$ cat config.mk
export PLATFORM = sky130hd
export DESIGN_NAME = branch_predictor
export DESIGN_NICKNAME = d
export VERILOG_FILES = /design/src/rtl/bp_pkg.sv /design/src/rtl/branch_predictor_sat_counter2.sv /design/src/rtl/branch_predictor.sv
export SDC_FILE = /design/constraint.sdc
export NUM_CORES = 1
export LEC_CHECK = 0
export CORE_MARGIN = 5
export CORE_UTILIZATION = 34
export DETAILED_ROUTE_END_ITERATION = 8
export PLACE_DENSITY = 0.49
export SYNTH_ARGS = -nofsm -noshare
export SYNTH_HDL_FRONTEND = slang
export SYNTH_SLANG_ARGS = --single-unit
$ cat constraint.sdc
create_clock -name clk -period 8.3 [get_ports clk]
set_input_delay 1.245 -clock clk [delete_from_list [all_inputs] [get_ports clk]]
set_output_delay 1.245 -clock clk [all_outputs]
set_load 0.02 [all_outputs]
$ cat src/rtl/bp_pkg.sv
// rtl/bp_pkg.sv - shared types and counter encodings for the two-level local branch predictor
package bp_pkg;

  // 2-bit saturating direction counter held in each PHT entry
  typedef logic [1:0] pht_ctr_t;

  localparam pht_ctr_t PHT_STRONG_NT = 2'b00;
  localparam pht_ctr_t PHT_WEAK_NT   = 2'b01;
  localparam pht_ctr_t PHT_WEAK_T    = 2'b10;
  localparam pht_ctr_t PHT_STRONG_T  = 2'b11;

  // Fresh counters lean not-taken but flip after a single taken branch
  localparam pht_ctr_t PHT_RESET     = PHT_WEAK_NT;

endpackage

$ cat src/rtl/branch_predictor_sat_counter2.sv
// rtl/branch_predictor_sat_counter2.sv - next-state function of a 2-bit saturating direction counter
import bp_pkg::*;

module sat_counter2 (
  input  pht_ctr_t cur,
  input  logic     taken,
  output pht_ctr_t nxt
);

  // Step toward taken or not-taken, holding at the strong ends instead of wrapping
  always_comb begin
    nxt = cur;
    if (taken) begin
      if (cur != PHT_STRONG_T) nxt = cur + 2'd1;
    end else begin
      if (cur != PHT_STRONG_NT) nxt = cur - 2'd1;
    end
  end

endmodule

$ cat src/rtl/branch_predictor.sv
// rtl/branch_predictor.sv - two-level local branch predictor (optional statistics under BP_STATS_EN)
import bp_pkg::*;

module branch_predictor #(
  parameter int PC_HASH_BITS   = 3,
  parameter int PHT_INDEX_BITS = 7
) (
  input  logic                      clk,
  input  logic                      rst,
  input  logic [31:0]               pcF,
  output logic                      predict_takeF,
  output logic [PC_HASH_BITS-1:0]   pc_hashingF,
  output logic [PHT_INDEX_BITS-1:0] PHT_indexF,
  input  logic                      branchM,
  input  logic                      actually_takenM,
  input  logic                      predict_resultM,
  input  logic [PC_HASH_BITS-1:0]   pc_hashingM,
  input  logic [PHT_INDEX_BITS-1:0] PHT_indexM
`ifdef BP_STATS_EN
  ,
  output logic [31:0]               stat_branchesW,
  output logic [31:0]               stat_mispredictsW
`endif
);

  localparam int BHT_ENTRIES = 1 << PC_HASH_BITS;
  localparam int PHT_ENTRIES = 1 << PHT_INDEX_BITS;

  // Tables are flops so reset can clear every entry at once
  logic [PHT_INDEX_BITS-1:0] bht [BHT_ENTRIES];
  pht_ctr_t                  pht [PHT_ENTRIES];
  pht_ctr_t                  phtNext;

  // Only the low PC bits feed the hash and index; the rest are deliberately ignored
  logic unusedPcBits;
  assign unusedPcBits = ^pcF;

  // Fetch-side lookup is purely combinational so the prediction is ready in IF
  assign pc_hashingF   = pcF[PC_HASH_BITS+1:2] ^ pcF[2*PC_HASH_BITS+1:PC_HASH_BITS+2];
  assign PHT_indexF    = bht[pc_hashingF] ^ pcF[PHT_INDEX_BITS+1:2];
  assign predict_takeF = pht[PHT_indexF][1];

  sat_counter2 u_sat (
    .cur   (pht[PHT_indexM]),
    .taken (actually_takenM),
    .nxt   (phtNext)
  );

  // Train the counter and shift the outcome into the local history when MEM resolves a branch
  always_ff @(posedge clk or negedge rst) begin
    if (!rst) begin
      for (int i = 0; i < PHT_ENTRIES; i++) pht[i] <= PHT_RESET;
      for (int j = 0; j < BHT_ENTRIES; j++) bht[j] <= '0;
    end else if (branchM) begin
      pht[PHT_indexM]  <= phtNext;
      bht[pc_hashingM] <= {bht[pc_hashingM][PHT_INDEX_BITS-2:0], actually_takenM};
    end
  end

`ifdef BP_STATS_EN
  // Count resolved branches and those whose prediction was wrong; both wrap freely
  always_ff @(posedge clk or negedge rst) begin
    if (!rst) begin
      stat_branchesW    <= '0;
      stat_mispredictsW <= '0;
    end else if (branchM) begin
      stat_branchesW <= stat_branchesW + 32'd1;
      if (!predict_resultM) stat_mispredictsW <= stat_mispredictsW + 32'd1;
    end
  end
`else
  // Correctness flag only feeds the statistics, which are absent in this build
  logic unusedPredictResult;
  assign unusedPredictResult = predict_resultM;
`endif

endmodule

* Yosys cells after proc, flatten, opt, wreduce, memory -nomap -nowiden
Cells that the tools add are included.
W data, S select, Z words.
** Storage, ports and cells
- Logic and storage cells :: 175
- Flip-flop bits (word level) :: 312
- Latch bits :: 0
- Bits of input ports :: 47
- Output and inout bits :: 11
- Bits in read-only memories :: 0
- Bits in writable memories :: 0
- Memories :: 0
** Operators by class
- Bitwise gates (word level) :: 6
- Shifts and indexed selects :: 0
- Add/subtract/negate cells :: 2
- Muxes and demuxes :: 21
- Multiply operators :: 0
- Reduce and logical (&&, ||, !) cells :: 3
- Divide/modulo/power cells :: 0
- $lt $le $gt $ge :: 6
- Equal/unequal tests :: 1
** Operators with widths (number)
- $bwmux W256 :: 1
- $bwmux W56 :: 1
- $bmux W7 S3 :: 2
- $bmux W2 S7 :: 2
- $demux W7 S3 :: 1
- $mux W7 :: 3
- $ge A8 B8 Y1 const B :: 2
- $mux W2 :: 8
- $not A7 Y8 :: 2
- $demux W2 S7 :: 1
- $mux W6 :: 2
- $ge A4 B4 Y1 const B :: 2
- $lt A8 B1 Y1 const B :: 1
- $not A3 Y4 :: 2
- $xor A7 B7 Y7 :: 1
- $lt A4 B1 Y1 const B :: 1
- $xor A3 B3 Y3 :: 1
- $add A2 B1 Y2 const B :: 1
- $logic_and A1 B1 Y1 :: 2
- $ne A2 B2 Y1 const B :: 1
- $reduce_bool A2 Y1 :: 1
- $sub A2 B1 Y2 const B :: 1

* Depth between registers and ports, before layout
Gate-level depths: netlist of the first run.
- Depth after elaboration :: 10
- Depth in mapped cells :: 15
- Mapped depth without buffers :: 11

* Modules after synthesis
Synthesis of the first run repeated with hierarchy kept, for this count alone.
** Unflattened totals
- Cells, all modules :: 1352
- Area total of the unflattened synthesis :: 16155.5 µm²
** By module, submodules not included
- branch_predictor :: area an instance 16129.2 µm², seq. area each 7967.6 µm², instances 1, cells an instance 1349
- sat_counter2 :: area an instance 26.3 µm², seq. area each 0.0 µm², instances 1, cells an instance 3

* Worst setup path after synthesis of the first run
OpenSTA, ideal clock, no wires.
- Path type :: input to output
- Start :: in pcF[7]
- End :: out predict_takeF
- Data required time :: 7.055 ns
- Cell stages on the path :: 12
- Arrival time :: 4.531 ns
- Path buffers :: 2
- Setup slack :: 2.524 ns
- Cell sequence :: buf_2 > xor2_4 > mux2_2 > mux2_1 > mux4_2 > and2_4 > buf_6 > a32o_1 > or4_1 > o21ai_1 > nor4_1 > nor4_2
** On the way
- Longest elaborated chain between the ends :: 10
** RTL lines
- from (decl) :: RTL line branch_predictor.sv:10 : input logic [31:0] pcF,
- $xor A3 B3 Y3 :: RTL line branch_predictor.sv:39 : assign pc_hashingF = pcF[PC_HASH_BITS+1:2] ^ pcF[2*PC_HASH_BITS+1:PC_HASH_BITS+2];
- named net pc_hashingF[2] :: RTL line branch_predictor.sv:12 : output logic [PC_HASH_BITS-1:0] pc_hashingF,
- $not A3 Y4 (not written as such) :: RTL line branch_predictor.sv:40 : assign PHT_indexF = bht[pc_hashingF] ^ pcF[PHT_INDEX_BITS+1:2];
- $bmux W7 S3 :: RTL line branch_predictor.sv:40
- $mux W7 (not written as such) (2 in series) :: RTL line branch_predictor.sv:40
- $xor A7 B7 Y7 :: RTL line branch_predictor.sv:40
- $not A7 Y8 (not written as such) :: RTL line branch_predictor.sv:41 : assign predict_takeF = pht[PHT_indexF][1];
- $bmux W2 S7 :: RTL line branch_predictor.sv:41
- $mux W2 (not written as such) (2 in series) :: RTL line branch_predictor.sv:41
- to (decl) :: RTL line branch_predictor.sv:11 : output logic predict_takeF,
The timed path passes the listed nets, and every way through them passes these cells. The select of a mux whose other input is x is not followed.

* Final worst setup path of the first run
- Start :: in pcF[7]
- End :: out predict_takeF
** On the way
- Longest elaborated chain between the ends :: 10
** RTL lines (RTL line)
- $xor A3 B3 Y3 :: branch_predictor.sv:39
- $not A3 Y4 (not written as such) :: branch_predictor.sv:40
- $bmux W7 S3 :: branch_predictor.sv:40
- $mux W7 (not written as such) (2 in series) :: branch_predictor.sv:40
- $xor A7 B7 Y7 * :: branch_predictor.sv:40
- $not A7 Y8 (not written as such) * :: branch_predictor.sv:41
- $bmux W2 S7 * :: branch_predictor.sv:41
- $mux W2 (not written as such) * (2 in series) :: branch_predictor.sv:41
Every way passes the cells marked *; elsewhere a longest branch is shown, timed or not. The select of a mux whose other input is x is not followed.

==> results.json, run 1 <==
{
  "status": "complete, no violations",
  "post_cts_buffers": 0,
  "route.detailed.drc": 0,
  "layout_common_cells": "nand2_1, o21ai_0, dfrtp_1",
  "cp_slowest_cell": "clkdlybuf4s50_1",
  "syn_area_per_cell_um2": 9.27,
  "placedCellCount": 2248,
  "synth_ff_type": "dfrtp_1",
  "dp_hpwl_um": 33700,
  "hp-start": "pht[204]",
  "multi_input_area_mm2": 0.00724,
  "wl_met3_um": 2740,
  "rsz0062_at_grt": "false",
  "vias_per_cell": 5.55,
  "io-pin-count": 58,
  "path_depth": 12,
  "total_leakage_power_nw": 6.95,
  "clock_sinks": 312,
  "avgRoutedWirePerCell_um": 22.9,
  "switchingPower_mw": 1.44,
  "fin_crit_sh_pct": 90.8,
  "slowest_delay_ns": 0.71,
  "die-area_mm2": 0.0504,
  "drive_above_1_share_pct": 16.8,
  "drt_iter0_drc": 1058,
  "drv_slew": 0,
  "reg2reg_from": "pht[27]",
  "via_count": 12870,
  "fmax_mhz": 133,
  "critPathMaxFanout": 13,
  "place_congestion": 0.834,
  "crit_chain": "clkdlybuf4s50_1 -> xor2_4 -> mux2_2 -> mux2_1 -> mux4_2 -> or2_0 -> o221ai_1 -> o22ai_1 -> nor3_1 -> nor4_1 -> nor4_2 -> buf_4",
  "numCtsBuffers": 38,
  "peakVddDrop_mv": 0.149,
  "grt_max_degree": 165,
  "max_slew_margin_pct": 12.4,
  "async_flop_share_pct": 100,
  "finalHoldViolations": 0,
  "reg2reg_to": "pht[229]",
  "syn_area_mm2": 0.0156,
  "path_buf_inv": 2,
  "mostFrequentLayoutCell": "nand2_1",
  "die_y_um": 224,
  "cp.required_ns": 7.05,
  "period_minus_slack_ns": 7.54,
  "port_buffers": 31,
  "grt_pass1_vias": 12609,
  "startpoint_type": "primary input",
  "core-area_mm2": 0.0455,
  "ys_ff_latch": 312,
  "max_cap_viol_count": 0,
  "rrSetupSlack_ns": 4.36,
  "rr_worst_depth": 8,
  "swShare_pct": 31.2,
  "share_seq_of_total_power_pct": 40.2,
  "cts_tree": "built",
  "clockRootBuffer": "clkbuf_16",
  "synth_area_leaders": "dfrtp_1, dfstp_2, nand2_1",
  "ys_seq_area_share_pct": 50.9,
  "fillCellCount": 4572,
  "clkTransAtPathRegs_ns": 0.05,
  "start_util_pct": 34.4,
  "clkLatencyLatePin_ns": 0.55,
  "register_area_mm2": 0.00797,
  "tns_ns": 0,
  "dr.pass1.iters": 5,
  "num_rows": 78,
  "power_density_mw_per_mm2": 257,
  "n_antenna_cell": 0,
  "cp.arrival_ns": 6.29,
  "htree_levels": 2,
  "pwr-share-clk_pct": 37.5,
  "wl_met2_um": 24500,
  "syn_nets": 1734,
  "overflow": 0,
  "grt_pass1_wl_um": 81500,
  "worstMarginPinSlew_ns": 1.30,
  "hold_end": "pht[204]",
  "topRoutingLayerUsed": "met4",
  "combPwrFrac_pct": 22.3,
  "endpoint_kind": "output port",
  "synth-edff-count": 0,
  "die_x_um": 224,
  "min_path_type": "reg2reg",
  "syn_inst": 1687,
  "synthToLayoutAreaGrowth_pct": 15.0,
  "cts_resized": 0,
  "ys_warn_count": 0,
  "whs_path_depth": 2,
  "layout.cells.non_filler": 2317,
  "antenna_found_initial": 0,
  "internal_power_mw": 3.18,
  "drtAntennaViolNets": 0,
  "met1_length_um": 24500,
  "cpLargestDelayFamily": "simple AND/OR/NAND/NOR gates",
  "grt_usage_pct": 20.9,
  "worstSetupPathType": "in2out",
  "wirelength_um": 53100,
  "ys_types": 64,
  "yosysTopAreaCellShare_pct": 29.4,
  "yosysTopAreaCell": "dfrtp_1",
  "layout.nets": 1735,
  "clock_skew_ns": 0.0174,
  "cts_buffer_depth": 3,
  "cts_hold_buf": 0,
  "setup_violations": 0
}
-- power by group through the flow --
stage,sequential (mW),combinational (mW),clock [mW]
2_1_floorplan,1.84,0.634,0
3_3_place_gp,1.87,1.02,0
3_5_place_dp,1.88,1.03,0
4_1_cts,1.86,1.03,1.77
5_1_grt,1.88,1.11,1.84
6_report,1.86,1.03,1.73
-- worst reg2reg max path: stages, from the launching register on --
cell and delay (ns):
dfrtp_1 0.42, mux4_2 0.48, a221oi_1 0.25, o21ai_0 0.19, mux4_2 0.51, a221oi_1 0.46, maj3_4 0.85, buf_4 0.49
o21ai_0 0.16
-- metal layers --
layer | track usage, % | vias up
met4 | 6.21 | 0
met5 | 0 | -
li1 | - | 6022
met1 | 30.3 | 6380
met3 | 2.52 | 86
met2 | 33.2 | 382
-- Yosys cell counts, types with 9 or more instances --
cell type,number
dfstp_2,128
mux2_2,12
a221oi_1,25
nor2_1,55
nand2_1,488
a21oi_1,45
buf_2,17
clkbuf_1,88
mux2i_1,61
and2_1,13
nand3_1,13
o221ai_1,9
o21ai_1,59
a22oi_1,66
mux4_2,29
o21ai_0,239
a22o_1,15
dfrtp_1,184
nand4_1,14
nor3_1,12
-- cell families (layout without fill, tap and decap cells) --
logic type | count (synthesis) | after routing | share of synthesized area [%]
simple gates | 630 | 630 | 16.6
compound gates | 508 | 508 | 19.5
flops | 312 | 312 | 50.9
buf+inv | 124 | 154 | 3.16
mux | 104 | 104 | 9.18
xor+xnor | 7 | 7 | 0.512
fa+ha+maj | 2 | 2 | 0.128
-- worst max path at each step --
stage	start	endpoint	slack, ns
floorplan	pcF[7]	predict_takeF	2.52
global placement	pcF[7]	predict_takeF	0.77
detailed placement	pcF[7]	predict_takeF	0.79
CTS	pcF[7]	predict_takeF	0.77
global route	pcF[6]	predict_takeF	0.53
finish	pcF[7]	predict_takeF	0.76
-- metrics by stage --
step	total power, mW	util [%]	setup WS, ns	hold slack [ns]	area (um^2)
final	4.62	39.5	0.762	0.461	18000
after CTS	4.66	39.5	0.770	0.464	18000
after detailed placement	2.91	36.7	0.789	0.455	16700
after floorplan	2.47	-	2.52	0.443	15600
after global routing	4.82	39.5	0.532	0.480	18000
after global placement	2.89	36.7	0.768	0.451	16700
-- state kept, by name (all words and copies together), names as in the netlist --
register  count
pht         256
bht          56
-- cell type report --
cell class,instances,share of cell area (%)
clock buffer,64,6.85
clock inverter,5,0.417
inverter,10,0.209
multi-input combinational,1251,40.3
sequential,312,44.3
tap,600,4.17
timing repair buffer,75,3.76
Power figures use the tool's default switching activity.
==> run 2, diff against run 1 <==
- CAP_MARGIN: default -> 20
==> run 2 against run 1 <==
Sequential cell count did not move. Global-route usage is 0.13 points higher. Register-to-register slack worse by 0.07 ns. Combinational power hardly changed. Clock skew about the same. First-iteration DRC count rose by 4.3%. Critical path type unchanged. Via count is 0.44% higher. Highest routed layer unchanged. Sequential share of layout area decreased by 0.32 points. Die area stayed put. Design area increased by 0.74%. Setup slack got worse by 0.058 ns.
==> results.json, run 2 (same netlist as run 1, synthesis figures left out) <==
{
  "clockRootBuffer": "clkbuf_16",
  "post_cts_buffers": 0,
  "place_congestion": 0.834,
  "peakVddDrop_mv": 0.159,
  "drv_slew": 0,
  "grt_usage_pct": 21.1,
  "top_register": "pht",
  "switchingPower_mw": 1.47,
  "drt_iter0_drc": 1104,
  "reg2reg_from": "pht[47]",
  "antenna_found_initial": 0,
  "pwr-share-clk_pct": 38.7,
  "start_util_pct": 34.4,
  "tns_ns": 0,
  "cp_slowest_cell": "clkdlybuf4s50_1",
  "reg2reg_to": "pht[195]",
  "port_buffers": 31,
  "finalHoldViolations": 0,
  "fin_total_pwr_mw": 4.72,
  "top_regs": "pht: 256 flops, bht: 56 flops",
  "clkLatencyLatePin_ns": 0.56,
  "dp_hpwl_um": 33600,
  "drive_above_1_share_pct": 17.4,
  "cts_resized": 0,
  "setup_violations": 0,
  "worstSetupPathType": "in2out",
  "synthToLayoutAreaGrowth_pct": 15.8,
  "cp.arrival_ns": 6.35,
  "swShare_pct": 31.2,
  "mostFrequentLayoutCell": "nand2_1",
  "layout.cells.non_filler": 2325,
  "die-area_mm2": 0.0504,
  "numCtsBuffers": 39,
  "cp.required_ns": 7.05,
  "max_cap_viol_count": 0,
  "core-area_mm2": 0.0455,
  "drtAntennaViolNets": 0,
  "layout.nets": 1740,
  "clock_skew_ns": 0.0170,
  "wirelength_um": 53200,
  "num_rows": 78,
  "rrSetupSlack_ns": 4.29,
  "largest_reg_flops": 256,
  "internal_power_mw": 3.25,
  "path_buf_inv": 2,
  "die_x_um": 224,
  "cts_hold_buf": 0,
  "grt_pass1_wl_um": 82000,
  "grt_pass1_vias": 12677,
  "route.detailed.drc": 0,
  "io-pin-count": 58,
  "critPathMaxFanout": 13,
  "avgRoutedWirePerCell_um": 22.9,
  "via_count": 12927,
  "rr_worst_depth": 11,
  "placedCellCount": 2250,
  "rsz0062_at_grt": "false",
  "worstMarginPinSlew_ns": 1.07,
  "clkTransAtPathRegs_ns": 0.06,
  "dr.pass1.iters": 5,
  "max_slew_margin_pct": 28.5,
  "status": "complete, no violations",
  "crit_chain": "clkdlybuf4s50_1 -> xor2_4 -> mux2_2 -> mux2_1 -> mux4_2 -> or2_0 -> o221ai_1 -> o22ai_1 -> nor3_1 -> nor4_1 -> nor4_2 -> buf_4",
  "cts_buffer_depth": 3,
  "min_path_type": "reg2reg",
  "period_minus_slack_ns": 7.60,
  "die_y_um": 224,
  "vias_per_cell": 5.56,
  "total_leakage_power_nw": 7.01,
  "clock_sinks": 312,
  "slowest_delay_ns": 0.71,
  "htree_levels": 2,
  "hp-start": "pht[238]",
  "cpLargestDelayFamily": "simple AND/OR/NAND/NOR gates",
  "startpoint_type": "primary input",
  "overflow": 0,
  "fin_crit_sh_pct": 91.5,
  "fmax_mhz": 132,
  "hold_end": "pht[238]",
  "layout_common_cells": "nand2_1, o21ai_0, dfrtp_1",
  "whs_path_depth": 2,
  "power_density_mw_per_mm2": 261,
  "share_seq_of_total_power_pct": 39.3,
  "combPwrFrac_pct": 21.9,
  "endpoint_kind": "output port",
  "grt_max_degree": 165,
  "cts_tree": "built"
}
run 2: changes by cell type in the layout (fill, tap and decap cells not counted), moves of 2 or more:
cell and delta:
clkinv_2 +2, clkinvlp_4 +3, bufinv_16 +4, inv_6 +3, clkbuf_1 -4, clkbuf_16 -2
buf_4 +2, clkbuf_8 -3
run 2: routing by layer:
metal / share of wire, % / wire length (um) / global-route usage (%) / up-vias
li1: - / - / - / 6051
met1: 47 / 24800 / 30.4 / 6413
met2: 46 / 24300 / 32.9 / 362
met3: 4.8 / 2550 / 2.90 / 101
met4: 2.8 / 1520 / 6.86 / 0
met5: 0 / 0 / 0 / -
run 2: stage by stage:
step / hold WS (ns) / util [%] / worst slack, ns / cell area [um^2]
finish: 0.461 / 39.8 / 0.704 / 18100
detailed placement: 0.456 / 36.7 / 0.782 / 16700
CTS: 0.464 / 39.7 / 0.769 / 18100
global route: 0.479 / 39.8 / 0.533 / 18100
floorplan: 0.443 / - / 2.52 / 15600
global placement: 0.451 / 36.7 / 0.768 / 16700
run 2: worst max path at each step:
stage	start	end	slack, ns	cells after the start
finish	pcF[7]	predict_takeF	0.70	12
global route	pcF[6]	predict_takeF	0.53	14
CTS	pcF[7]	predict_takeF	0.77	12
detailed placement	pcF[7]	predict_takeF	0.78	12
global placement	pcF[7]	predict_takeF	0.77	12
floorplan	pcF[7]	predict_takeF	2.52	12
run 2: power groups by stage:
stage / Combinational, mW / Sequential (mW) / Clock [mW]
5_1_grt: 1.11 / 1.88 / 1.93
3_3_place_gp: 1.02 / 1.87 / 0
3_5_place_dp: 1.03 / 1.88 / 0
2_1_floorplan: 0.634 / 1.84 / 0
4_1_cts: 1.03 / 1.86 / 1.87
6_report: 1.04 / 1.86 / 1.83
run 2: final cells by class:
cell class                      instances  area (um^2)
Clock inverter                         17          254
Antenna cell                            1         2.50
Timing Repair Buffer                   79          733
Inverter                               10         37.5
Fill cell                            4591        27400
Multi-Input combinational cell       1251         7240
Sequential cell                       312         7970
Clock buffer                           55         1130
Tap cell                              600          751
run 2: worst min-delay path: cells and delay by family, from the launching register on:
kind | cells | cell delay [ns]
and+or+nand+nor | 1 | 0.04
AOI/OAI and AO/OA | 1 | 0.05
DFF | 1 | 0.37
